File: src/rtl/io_pkg.sv
// -----------------------------------------------------------------------------
// io_pkg
// Shared definitions for the memory-mapped I/O devices on the DE0-CV system.
// Holds the device address map, the key control/status bit positions, the
// number of keys and a helper that assembles the key control/status word.
// -----------------------------------------------------------------------------
package io_pkg;

  localparam int DBITS   = 32;
  localparam int KEYBITS = 4;

  // Device address map
  localparam logic [31:0] ADDRHEX   = 32'hFFFFF000;
  localparam logic [31:0] ADDRLEDR  = 32'hFFFFF020;
  localparam logic [31:0] ADDRSW    = 32'hFFFFF040;
  localparam logic [31:0] ADDRKDATA = 32'hFFFFF080;
  localparam logic [31:0] ADDRKCTRL = 32'hFFFFF084;

  // Key control/status register bit positions
  localparam int KCTRL_READY = 0;
  localparam int KCTRL_OVR   = 2;
  localparam int KCTRL_IE    = 8;

  // Assemble the key control/status word; unlisted bits read as zero.
  function automatic logic [31:0] kctrl_pack(input logic ready,
                                             input logic ovr,
                                             input logic ie);
    logic [31:0] w_word;
    w_word              = 32'h0000_0000;
    w_word[KCTRL_READY] = ready;
    w_word[KCTRL_OVR]   = ovr;
    w_word[KCTRL_IE]    = ie;
    return w_word;
  endfunction

endpackage

File: src/rtl/key_debounce.sv
// -----------------------------------------------------------------------------
// key_debounce
// Two-flop synchronizer followed by a whole-vector debouncer. A new value on
// the synchronized input is accepted only after it has been presented,
// unchanged and different from the accepted value, on CYCLES consecutive
// clock edges. One shared counter serves the whole vector.
//
// Ports:
//   clk    in   1      clock
//   reset  in   1      asynchronous, active-high
//   din    in   WIDTH  asynchronous input (already active-high)
//   dout   out  WIDTH  debounced value
//   ev     out  1      high in the cycle whose closing edge updates dout
// -----------------------------------------------------------------------------
module key_debounce #(
  parameter int WIDTH  = 4,
  parameter int CYCLES = 500000
) (
  input  logic             clk,
  input  logic             reset,
  input  logic [WIDTH-1:0] din,
  output logic [WIDTH-1:0] dout,
  output logic             ev
);

  localparam int             CW      = $clog2(CYCLES) + 1;
  localparam logic [CW-1:0]  CNT_MAX = CW'(CYCLES);

  logic [WIDTH-1:0] r_s1;
  logic [WIDTH-1:0] r_s2;
  logic [WIDTH-1:0] r_cand;
  logic [WIDTH-1:0] r_deb;
  logic [CW-1:0]    r_cnt;

  logic             w_at_deb;
  logic             w_same_cand;
  logic [CW-1:0]    w_cnt_inc;
  logic             w_upd;

  // Stability bookkeeping: count this edge as sample 1 of a new candidate or
  // as one more sample of the running candidate. Because the accept happens
  // exactly when the count reaches CYCLES, the counter never wraps.
  always_comb begin
    w_at_deb    = 1'b0;
    w_same_cand = 1'b0;
    w_cnt_inc   = {CW{1'b0}};
    w_upd       = 1'b0;
    w_at_deb    = (r_s2 == r_deb);
    w_same_cand = (r_s2 == r_cand);
    if (w_same_cand) begin
      w_cnt_inc = r_cnt + {{(CW-1){1'b0}}, 1'b1};
    end else begin
      w_cnt_inc = {{(CW-1){1'b0}}, 1'b1};
    end
    if (!w_at_deb && (w_cnt_inc >= CNT_MAX)) begin
      w_upd = 1'b1;
    end else begin
      w_upd = 1'b0;
    end
  end

  // Synchronizer, candidate tracking and debounced-value register.
  always_ff @(posedge clk or posedge reset) begin
    if (reset) begin
      r_s1   <= {WIDTH{1'b0}};
      r_s2   <= {WIDTH{1'b0}};
      r_cand <= {WIDTH{1'b0}};
      r_deb  <= {WIDTH{1'b0}};
      r_cnt  <= {CW{1'b0}};
    end else begin
      r_s1 <= din;
      r_s2 <= r_s1;
      if (w_at_deb) begin
        // Input is back at the accepted value: abandon any pending change.
        r_cand <= r_deb;
        r_cnt  <= {CW{1'b0}};
      end else if (w_upd) begin
        r_deb  <= r_s2;
        r_cand <= r_s2;
        r_cnt  <= {CW{1'b0}};
      end else begin
        r_cand <= r_s2;
        r_cnt  <= w_cnt_inc;
      end
    end
  end

  assign dout = r_deb;
  assign ev   = w_upd;

endmodule

File: src/rtl/key_mmio_dev.sv
// -----------------------------------------------------------------------------
// key_mmio_dev
// Memory-mapped responder for the DE0-CV push-buttons. Presents debounced,
// pressed=1 key data at ADDRKDATA and a control/status register at ADDRKCTRL
// (READY bit0 sticky, OVERRUN bit2 write-0-to-clear, IE bit8 read/write).
// A load of ADDRKDATA clears READY; a new debounced change sets it and wins
// over a simultaneous clear.
//
// Ports:
//   clk    in   1        system clock
//   reset  in   1        asynchronous, active-high
//   KEY    in   KEYBITS  raw active-low key pins
//   addr   in   DBITS    MEM-stage address
//   wdata  in   DBITS    store data
//   we     in   1        store strobe
//   re     in   1        load strobe
//   rdata  out  DBITS    combinational read data
//   hit    out  1        addr selects this device
//   irq    out  1        READY & IE
// -----------------------------------------------------------------------------
module key_mmio_dev #(
  parameter int               DBITS           = io_pkg::DBITS,
  parameter int               KEYBITS         = io_pkg::KEYBITS,
  parameter int               DEBOUNCE_CYCLES = 500000,
  parameter logic [DBITS-1:0] ADDRKDATA       = io_pkg::ADDRKDATA,
  parameter logic [DBITS-1:0] ADDRKCTRL       = io_pkg::ADDRKCTRL
) (
  input  logic               clk,
  input  logic               reset,
  input  logic [KEYBITS-1:0] KEY,
  input  logic [DBITS-1:0]   addr,
  input  logic [DBITS-1:0]   wdata,
  input  logic               we,
  input  logic               re,
  output logic [DBITS-1:0]   rdata,
  output logic               hit,
  output logic               irq
);

  import io_pkg::*;

  logic [KEYBITS-1:0] w_key_pressed;
  logic [KEYBITS-1:0] w_deb;
  logic               w_ev;
  logic               w_sel_data;
  logic               w_sel_ctrl;
  logic               w_rd_clr;
  logic               w_wr_ctrl;
  logic               w_ovr_set;
  logic [DBITS-1:0]   w_kctrl;
  logic               w_unused;

  logic               r_ready;
  logic               r_ovr;
  logic               r_ie;

  // Pins are active-low; everything downstream uses pressed=1.
  assign w_key_pressed = ~KEY;

  key_debounce #(
    .WIDTH  (KEYBITS),
    .CYCLES (DEBOUNCE_CYCLES)
  ) u_key_debounce (
    .clk   (clk),
    .reset (reset),
    .din   (w_key_pressed),
    .dout  (w_deb),
    .ev    (w_ev)
  );

  // Address decode, strobe qualification and the combinational read mux.
  always_comb begin
    w_sel_data = 1'b0;
    w_sel_ctrl = 1'b0;
    w_rd_clr   = 1'b0;
    w_wr_ctrl  = 1'b0;
    w_ovr_set  = 1'b0;
    w_kctrl    = {DBITS{1'b0}};
    rdata      = {DBITS{1'b0}};
    w_sel_data = (addr == ADDRKDATA);
    w_sel_ctrl = (addr == ADDRKCTRL);
    w_rd_clr   = re & w_sel_data;
    w_wr_ctrl  = we & w_sel_ctrl;
    // A change arriving while READY is still unread is an overrun, unless the
    // pending value is being read on this very edge.
    w_ovr_set  = w_ev & r_ready & ~w_rd_clr;
    w_kctrl    = DBITS'(kctrl_pack(r_ready, r_ovr, r_ie));
    if (w_sel_data) begin
      rdata = {{(DBITS-KEYBITS){1'b0}}, w_deb};
    end else if (w_sel_ctrl) begin
      rdata = w_kctrl;
    end else begin
      rdata = {DBITS{1'b0}};
    end
  end

  // Control/status flags: READY set beats read-clear; OVERRUN set beats a
  // write-0 clear so an overrun is never lost.
  always_ff @(posedge clk or posedge reset) begin
    if (reset) begin
      r_ready <= 1'b0;
      r_ovr   <= 1'b0;
      r_ie    <= 1'b0;
    end else begin
      if (w_ev) begin
        r_ready <= 1'b1;
      end else if (w_rd_clr) begin
        r_ready <= 1'b0;
      end else begin
        r_ready <= r_ready;
      end

      if (w_ovr_set) begin
        r_ovr <= 1'b1;
      end else if (w_wr_ctrl && !wdata[KCTRL_OVR]) begin
        r_ovr <= 1'b0;
      end else begin
        r_ovr <= r_ovr;
      end

      if (w_wr_ctrl) begin
        r_ie <= wdata[KCTRL_IE];
      end else begin
        r_ie <= r_ie;
      end
    end
  end

  assign hit      = w_sel_data | w_sel_ctrl;
  assign irq      = r_ready & r_ie;
  assign w_unused = &{1'b0, wdata};

endmodule
File: config.mk
export PLATFORM = sky130hd
export DESIGN_NAME = key_mmio_dev
export DESIGN_NICKNAME = d
export VERILOG_FILES = /design/src/rtl/io_pkg.sv /design/src/rtl/key_debounce.sv /design/src/rtl/key_mmio_dev.sv
export SDC_FILE = /design/constraint.sdc
export NUM_CORES = 1
export LEC_CHECK = 0
export ABC_CLOCK_PERIOD_IN_PS = 3000
export CAP_MARGIN = 20
export CORE_MARGIN = 4
export CORE_UTILIZATION = 41
export DETAILED_ROUTE_END_ITERATION = 8
export GPL_TIMING_DRIVEN = 1
export PLACE_DENSITY = 0.88
export SYNTH_ARGS = -nofsm -noshare
export SYNTH_HDL_FRONTEND = slang
export SYNTH_SLANG_ARGS = --single-unit
File: constraint.sdc
create_clock -name clk -period 3 [get_ports clk]
set_input_delay 0.6 -clock clk [delete_from_list [all_inputs] [get_ports clk]]
set_output_delay 0.6 -clock clk [all_outputs]
set_load 0.05 [all_outputs]
# ---- Word-level counts from Yosys, hierarchy flattened
# Index checks and enable logic that the tools add are counted.
dict set report word_totals {
  register_bits 39
  input_bits 72
  output_inout_bits 34
  elab_cells 41
}
dict set report op_classes {
  addsub 1
  n_lt_le_gt_ge 1
  eq_ne 4
  n_mux 11
  bitwise 9
  n_reduce_logical 7
}
# op count
set op_table {}
lappend op_table {{$eq A32 B32 Y1 const B} 2}
lappend op_table {{$mux W20} 3}
lappend op_table {{$mux W32} 1}
lappend op_table {{$add A20 B1 Y20 const B} 1}
lappend op_table {{$ge A20 B19 Y1 const B} 1}
lappend op_table {{$mux W9} 1}
lappend op_table {{$eq A4 B4 Y1} 2}
lappend op_table {{$and A1 B1 Y1} 5}
lappend op_table {{$mux W1} 5}
lappend op_table {{$mux W4} 1}
lappend op_table {{$not A4 Y4} 1}
lappend op_table {{$reduce_bool A2 Y1} 2}
lappend op_table {{$logic_and A1 B1 Y1} 2}
lappend op_table {{$logic_not A1 Y1} 2}
lappend op_table {{$not A1 Y1} 2}
lappend op_table {{$reduce_and A2 Y1} 1}
lappend op_table {{$or A1 B1 Y1} 1}

# ---- Longest topological paths before layout
# Gate-level depths: netlist of the first run.
dict set report depth {
  depth_word 8
  depth_mapped 9
  ltp_nobuf 8
}

# ---- Hierarchy
# A second synthesis of the first run with hierarchy kept.
dict set report unflattened {
  cells_unflattened 261
  hier_area_um2 2456.1
}
# module n_inst cells_each area_per_inst_um2 seq_area_each_um2
set by_module_without_submodules {}
lappend by_module_without_submodules {key_debounce 1 195 1941.9 900.9}
lappend by_module_without_submodules {key_mmio_dev 1 66 514.2 75.1}

# ---- Worst setup path before layout of the first run
# OpenSTA, ideal clock, no wires.
dict set report synth_path {
  path_type {input to output}
  start {input port addr[9]}
  end {output port rdata[0]}
  t_arrival_ns 1.863
  t_required_ns 2.400
  slack_ns 0.537
  stages 4
  n_path_buf 0
  cell_sequence {nand4b_1 > nor4_1 > nand4_1 > nor2_1}
}
dict set report synth_via {
  elab_chain_len 3
  elab_cells_between_ends 4
  classes_between {eq/ne (2); mux (2)}
}
# element line
set synth_lines {}
lappend synth_lines {{start, declared} key_mmio_dev.sv:31} ;# input logic [DBITS-1:0] addr,
lappend synth_lines {{$eq A32 B32 Y1} key_mmio_dev.sv:81} ;# w_sel_ctrl = (addr == ADDRKCTRL);
lappend synth_lines {{$mux W9} key_mmio_dev.sv:90} ;# end else if (w_sel_ctrl) begin
lappend synth_lines {{$mux W32 *} key_mmio_dev.sv:88} ;# if (w_sel_data) begin
lappend synth_lines {{end, declared} key_mmio_dev.sv:35} ;# output logic [DBITS-1:0] rdata,
# Every way passes the cells marked *; elsewhere a longest branch is shown, timed or not.

# ---- Worst setup path in the final report of the first run
dict set report layout_path {
  start {input port addr[29]}
  end {output port rdata[2]}
}
# Same word-level chain as after synthesis.

==> results of run 1 <==
report_power, final:
part	switching, uW	total [uW]	internal (uW)
registers	41.6	613	571
clock network	205	457	252
logic	155	263	108
total	401	1330	931
routing by layer:
layer | GRT usage | up-vias
met1 | 0.1836 | 854
met5 | 0 | -
met3 | 0.03688 | 12
li1 | - | 848
met4 | 0.05980 | 0
met2 | 0.2853 | 52
sequential cells by signal (all words and copies together) (netlist names):
name,count
u_key_debounce.r_s1,4
r_ovr,1
u_key_debounce.r_cand,4
r_ie,1
u_key_debounce.r_cnt,20
u_key_debounce.dout,4
u_key_debounce.r_s2,4
r_ready,1
final timing paths:
kind / start / end / slack (ns) / depth (start not counted)
setup / recovery: addr[29] / rdata[2] / 0.14 / 7
hold / removal: u_key_debounce.r_s1[0] / u_key_debounce.r_s2[0] / 0.35 / 0
setup reg to reg: u_key_debounce.r_cnt[10] / u_key_debounce.dout[2] / 0.28 / 7
hold reg to reg: u_key_debounce.r_s1[0] / u_key_debounce.r_s2[0] / 0.35 / 0
max in group asynchronous: reset / u_key_debounce.r_cnt[9] / 1.97 / 3
min in group asynchronous: reset / u_key_debounce.r_cnt[0] / 0.70 / 3
worst max-delay path, cell delays in order:
cell	delay, ns
sky130_fd_sc_hd__clkdlybuf4s50_1	0.47
sky130_fd_sc_hd__nand4_1	0.11
sky130_fd_sc_hd__nor4_2	0.29
sky130_fd_sc_hd__nand4_1	0.22
sky130_fd_sc_hd__buf_4	0.21
sky130_fd_sc_hd__nor2_1	0.20
sky130_fd_sc_hd__buf_12	0.17
metrics by stage:
| step | setup WS [ns] | hold slack, ns | std cells |
|---|---|---|---|
| floorplan | 0.5365 | 0.3312 | 258 |
| finish | 0.1360 | 0.3519 | 351 |
| global route | 0.007669 | 0.3618 | 351 |
| global placement | 0.04844 | 0.3310 | 342 |
| CTS | 0.01251 | 0.3543 | 350 |
| detailed placement | 0.01715 | 0.3347 | 342 |
placed cells by master, fill, tap and decap left out, drive strengths merged, types with 2 or more instances in the layout:
master	Yosys	routed
nand4b	2	2
mux2	5	5
or3	4	4
inv	11	12
xor2	7	7
nand3	12	12
nand4	9	9
o31a	2	2
and2	5	5
conb	1	28
mux2i	4	4
clkdlybuf4s50	0	42
buf	32	11
nor4b	2	2
a21oi	2	2
xnor2	18	18
nand2	12	12
clkbuf	6	5
nor3	21	21
nor2	15	15
nor4	9	9
dfrtp	39	39
cell families (layout without fill, tap and decap cells):
family | Yosys count | in the layout | synth area share
xor gates and xnor gates | 25 | 25 | 0.09653
DFF | 39 | 39 | 0.4302
and+or+nand+nor | 95 | 95 | 0.2432
muxes | 9 | 9 | 0.04247
adders and majority gates | 1 | 1 | 0.005515
buffers and inverters | 49 | 72 | 0.1313
AOI/OAI and AO/OA | 12 | 12 | 0.04910
other | 1 | 28 | 0.001653
layout make-up:
cell class / instances / area (um2)
sequential: 39 / 975.9
timing repair buffer: 53 / 578.1
multi-input combinational: 170 / 1102
fill: 452 / 2336
clock inverter: 3 / 47.55
inverter: 11 / 41.29
clock buffer: 5 / 68.82
tap: 70 / 87.58
repair_timing:
item | CTS | global route
resized for setup | 0 | 1
setup endpoints to repair | 0 | 6
setup buffers | 0 | 1
==> out/metrics.sh, run 1 <==
FINAL_MAX_SLEW_VIOL_COUNT=0
TIMING.FINAL.CRIT_SHARE=0.9547
GRT_PASS1_WL_MM=8.079
TIMING.MAX_CAP.VIOLATIONS=0
DPL-INSTANCE-AREA_UM2=2771
TOTAL_LEAKAGE_POWER_uW=0.001179
TIMING.SETUP.CRITICAL_PATH_CLASS='in2out'
GLOBAL_ROUTE.OVERFLOW_TOTAL=0
END_KIND='primary output'
BOUNDARYPINS=106
SYNTH-ASYNC-RESET-RATIO=1.000
CORE_AREA_UM2=5238
NUMCLOCKSINKS=39
GLOBALROUTETOTALUTIL=0.1594
POSTSYNTHREGISTERBITS=39
SYNTHDOMINANTCELLAREASHARE=0.4302
DETAIL_ROUTE.FIRST_PASS.ITERATIONS=4
WORST_EP_ARRIVAL_TIME_NS=2.26
CLK_LATENCY_NS=0.30
SEQ_AREA_FRAC_SYNTH=0.4302
RSZ0062_AT_GRT='no'
TIMING.SETUP.TNS_NS=0
DETAILROUTE.WIRELENGTH.MET2_MM=2.786
CTS_TREE='done'
CLK_ROOT_BUFFER_CELL='sky130_fd_sc_hd__clkbuf_8'
POST-ROUTE-DRC-COUNT=0
AREA.GROWTH.SYNTH_TO_FINAL_PCT=27.91
MAXIMUM_FREQUENCY_FROM_STATIC_TIMING_ANALYSIS_MHz=349.2
ROUTABILITYCONGESTION=0.8499
DIE_AREA_UM2=6786
PATH_CLK_SLEW_NS=0.08
POST_DRT_WL_PER_CELL_UM=14.49
NUMBER_OF_GLOBAL_ROUTE_VIAS_BEFORE_REPAIR=1711
PLACE.PORT_BUFFERS=48
SYNTH-WARNING-COUNT=0
ANT_NETS=0
DIE_WIDTH_UM=82.38
CRITPATHMAXFANOUT=4
MOST_COMMON_FLOP_CELL_MAPPED_BY_YOSYS='sky130_fd_sc_hd__dfrtp_1'
HOLD_BUFFERS=0
DPL.HPWL_MM=3.791
TOPROUTINGLAYERUSED='met4'
SYNTH_AREA_PER_CELL_UM2=9.820
WORSTSETUPSTARTPOINTTYPE='input port'
SYNTH_AREA_LEADER='sky130_fd_sc_hd__dfrtp_1'
ANTENNA_VIOLATIONS_BEFORE_REPAIR=0
FINAL_UTIL=0.5540
START_UTIL=0.4331
WL_MET1_MM=1.961
FIN_NETS=353
FINALCRITICALPERIOD_NS=2.864
FINALPOWER_uW=1332
SYN_AREA_UM2=2268
DIE_HEIGHT_UM=82.38
CTS_MAX_PATH_BUFFERS=2
POST_DRT_VIA_CELL_RATIO=5.031
OUTCOME='finished clean'
FINAL_WL_MM=5.085
FINAL.SETUP_SKEW_NS=0.009125
SYNTH_TOP_CELLS_BY_AREA='sky130_fd_sc_hd__dfrtp_1, sky130_fd_sc_hd__buf_4, sky130_fd_sc_hd__xnor2_1'
ROUTE.MET3.WL_UM=241
YOSYS-TOP-CELLS-COUNT='sky130_fd_sc_hd__dfrtp_1, sky130_fd_sc_hd__buf_4, sky130_fd_sc_hd__nor3_1, sky130_fd_sc_hd__xnor2_1, sky130_fd_sc_hd__nor2_1'
CP_DATA_REQUIRED_TIME_NS=2.40
CTS_BUFFERS=5
GRT_MAX_DEGREE=40
CTS-HTREE-LEVELS=2
ANTENNADIODECOUNT=0
SYNTH_MOST_COMMON_CELL='sky130_fd_sc_hd__dfrtp_1'
REPORT.FINAL.HOLD_VIOL_COUNT=0
SYNTH_EDF_COUNT=0
POWER-PER-CELL-AREA_nW_PER_UM2=459.2
DR_TOTAL_VIAS=1766
FIRST_ITER_VIOLATIONS=63
SETUP_VIOL=0
HOLD_PATH.CLASS='reg2reg'
DRIVE_GT1_FRAC=0.1103
HIGHEST_IR_DROP_SEEN_ON_VDD_mV=0.3512
FIN_AREA_UM2=2902
POST_SYNTH_INST_COUNT=231
SYNTH_CELL_TYPE_COUNT=43
CORE.ROWCOUNT=26
Note: power is estimated with default switching activity, not from simulation.
==> inputs of run 2 (changes only) <==
GPL_TIMING_DRIVEN = default   (was 1)
==> results of run 2 <==
Same layout as run 1: the final DEF is identical, and so are final timing and power.
==> inputs of run 3 (changes only) <==
CORE_UTILIZATION = 62   (was 41)
DONT_BUFFER_PORTS = 1   (was default)
PLACE_DENSITY = 0.86   (was 0.88)
==> out/metrics.sh, run 3 (synthesized netlist as in run 1, its figures left out) <==
HOLD_BUFFERS=0  # unchanged
WORSTSETUPSTARTPOINTTYPE='register'  # was input port
POST_DRT_WL_PER_CELL_UM=14.20  # was 14.49 um
HIGHEST_IR_DROP_SEEN_ON_VDD_mV=0.6277  # was 0.3512 mV
POST_DRT_VIA_CELL_RATIO=5.657  # was 5.031
CLK_LATENCY_NS=0.29  # was 0.30 ns
RSZ0062_AT_GRT='no'  # unchanged
COMMONEST_NON_FILL_NON_TAP_CELLS_IN_THE_LAYOUT='sky130_fd_sc_hd__dfrtp_1, sky130_fd_sc_hd__conb_1, sky130_fd_sc_hd__nor3_1'  # was sky130_fd_sc_hd__clkdlybuf4s50_1, sky130_fd_sc_hd__dfrtp_1, sky130_fd_sc_hd__conb_1
GLOBAL_ROUTE.OVERFLOW_TOTAL=0  # unchanged
GRT_MAX_DEGREE=40  # unchanged
FIN_AREA_UM2=2331  # was 2902 um2
CTS_RESIZED=0  # unchanged
CRITPATHMAXFANOUT=6  # was 4
CLK_ROOT_BUFFER_CELL='sky130_fd_sc_hd__clkbuf_8'  # unchanged
CTS_TREE='done'  # unchanged
REPORT.FINAL.HOLD_VIOL_COUNT=0  # unchanged
NUM-FILL-CELLS=268  # was 452
DR_TOTAL_VIAS=1584  # was 1,766
WORST_EP_ARRIVAL_TIME_NS=2.82  # was 2.26 ns
TIMING.SETUP.TNS_NS=0  # unchanged
POWER-PER-CELL-AREA_nW_PER_UM2=538.5  # was 459.2 nW/um2
CTS_SETUP_BUFFERS=0  # unchanged
DRIVE_GT1_FRAC=0.1068  # was 0.1103
NUMBER_OF_GLOBAL_ROUTE_VIAS_BEFORE_REPAIR=1518  # was 1,711
ROUTABILITYCONGESTION=0.8227  # was 0.8499
CORE_AREA_UM2=3442  # was 5238 um2
LARGEST_REGISTER_FF_COUNT=20  # unchanged
LAYOUT.CELLS.MOST_COMMON='sky130_fd_sc_hd__dfrtp_1'  # was sky130_fd_sc_hd__clkdlybuf4s50_1
SETUP_VIOL=0  # unchanged
CTS_MAX_PATH_BUFFERS=2  # unchanged
DIE_AREA_UM2=4690  # was 6786 um2
TOTAL_LEAKAGE_POWER_uW=0.0009696  # was 0.001179 uW
ANTENNA_VIOLATIONS_BEFORE_REPAIR=0  # unchanged
FINAL.SETUP_SKEW_NS=0.009569  # was 0.009125 ns
PLACE.PORT_BUFFERS=0  # was 48
NUMCLOCKSINKS=39  # unchanged
DPL-INSTANCE-AREA_UM2=2216  # was 2771 um2
DIE_WIDTH_UM=68.49  # was 82.38 um
MOST_FLOP_HEAVY_REGISTER='u_key_debounce.r_cnt'  # unchanged
ANTENNADIODECOUNT=0  # unchanged
FINAL_MAX_SLEW_VIOL_COUNT=0  # unchanged
CTS-HTREE-LEVELS=2  # unchanged
GLOBALROUTETOTALUTIL=0.1864  # was 0.1594
PATH_CLK_SLEW_NS=0.08  # about the same
TIMING.SETUP.CRITICAL_PATH_CLASS='reg2reg'  # was in2out
POST-ROUTE-DRC-COUNT=0  # unchanged
OUTCOME='finished clean'  # unchanged
CTS_BUFFERS=5  # unchanged
MAXIMUM_FREQUENCY_FROM_STATIC_TIMING_ANALYSIS_MHz=379.1  # was 349.2 MHz
AREA.GROWTH.SYNTH_TO_FINAL_PCT=2.758  # was 27.91%
DPL.HPWL_MM=2.861  # was 3.791 mm
GRT_PASS1_WL_MM=6.472  # was 8.079 mm
END_KIND='register'  # was primary output
TIMING.MAX_CAP.VIOLATIONS=0  # unchanged
CORE.ROWCOUNT=21  # was 26
DETAIL_ROUTE.FIRST_PASS.ITERATIONS=4  # unchanged
DIE_HEIGHT_UM=68.49  # was 82.38 um
ANT_NETS=0  # unchanged
START_UTIL=0.6590  # was 0.4331
BOUNDARYPINS=106  # unchanged
FINAL_WL_MM=3.975  # was 5.085 mm
FINALCRITICALPERIOD_NS=2.638  # was 2.864 ns
FIN_NETS=306  # was 353
TIMING.FINAL.CRIT_SHARE=0.8793  # was 0.9547
HOLD_PATH.CLASS='in2async'  # was reg2reg
FIRST_ITER_VIOLATIONS=85  # was 63
CP_DATA_REQUIRED_TIME_NS=3.18  # was 2.40 ns
-- run 3: changes by cell type in the layout (fill, tap and decap cells not counted), sizes merged --
cell,change
clkinvlp,+1
clkdlybuf4s50,-42
clkinv,-1
buf,-5
-- run 3: metrics by stage --
step                      setup WS, ns  total power (uW)  instances  utilization  hold slack [ns]
after detailed placement        0.4020             823.3        272       0.6438           0.3347
final                           0.3622              1255        280       0.6772           0.2927
after global placement          0.4126             815.2        272       0.6438           0.3325
after floorplan                 0.5365             824.9        258            -           0.3312
after CTS                       0.3717              1265        280       0.6772           0.3061
after global routing            0.2184              1317        280       0.6772           0.3389
-- run 3: where the power goes --
group | internal, uW | switching, uW
Clock | 250 | 193
Combinational | 61.2 | 138
Sequential | 572 | 40.5
-- run 3: critical path, cell delays in order, from the launching register on --
cell and delay (ns):
sky130_fd_sc_hd__dfrtp_1 0.40, sky130_fd_sc_hd__ha_1 0.30, sky130_fd_sc_hd__nand2_1 0.22, sky130_fd_sc_hd__nor3_1 0.40
sky130_fd_sc_hd__mux2i_1 0.23, sky130_fd_sc_hd__a211oi_1 0.11, sky130_fd_sc_hd__or3_4 0.43, sky130_fd_sc_hd__nand2_4 0.11
sky130_fd_sc_hd__mux2_1 0.32
-- run 3: cell type report --
type                       instances  area, um2  share of cell area
timing repair buffer               6      45.04             0.01932
inverter                          11      41.29             0.01771
tap                               46      57.56             0.02469
multi-input combinational        170       1096              0.4702
clock buffer                       5      68.82             0.02952
sequential                        39      975.9              0.4187
clock inverter                     3      46.29             0.01986
-- run 3: worst paths after layout --
kind | startpoint | endpoint | slack [ns] | cells past startpoint
min in group clk | KEY[3] | u_key_debounce.r_s1[3] | 0.35 | 1
worst max register to register | u_key_debounce.r_cnt[0] | u_key_debounce.dout[3] | 0.36 | 8
worst min register to register | u_key_debounce.r_s1[2] | u_key_debounce.r_s2[2] | 0.35 | 0
worst min-delay path | reset | u_key_debounce.r_cnt[4] | 0.29 | 2
max in group asynchronous | reset | u_key_debounce.r_cnt[16] | 2.38 | 2
worst max-delay path | u_key_debounce.r_cnt[0] | u_key_debounce.dout[3] | 0.36 | 8
-- run 3: routing by layer --
metal | share of wire | wire [um] | up-vias | global-route usage
met2 | 0.49 | 1956 | 69 | 0.3147
met5 | 0 | 0 | - | 0
met4 | 0.012 | 46 | 0 | 0.08437
met3 | 0.074 | 295 | 5 | 0.04433
met1 | 0.42 | 1675 | 757 | 0.2235
li1 | - | - | 753 | -
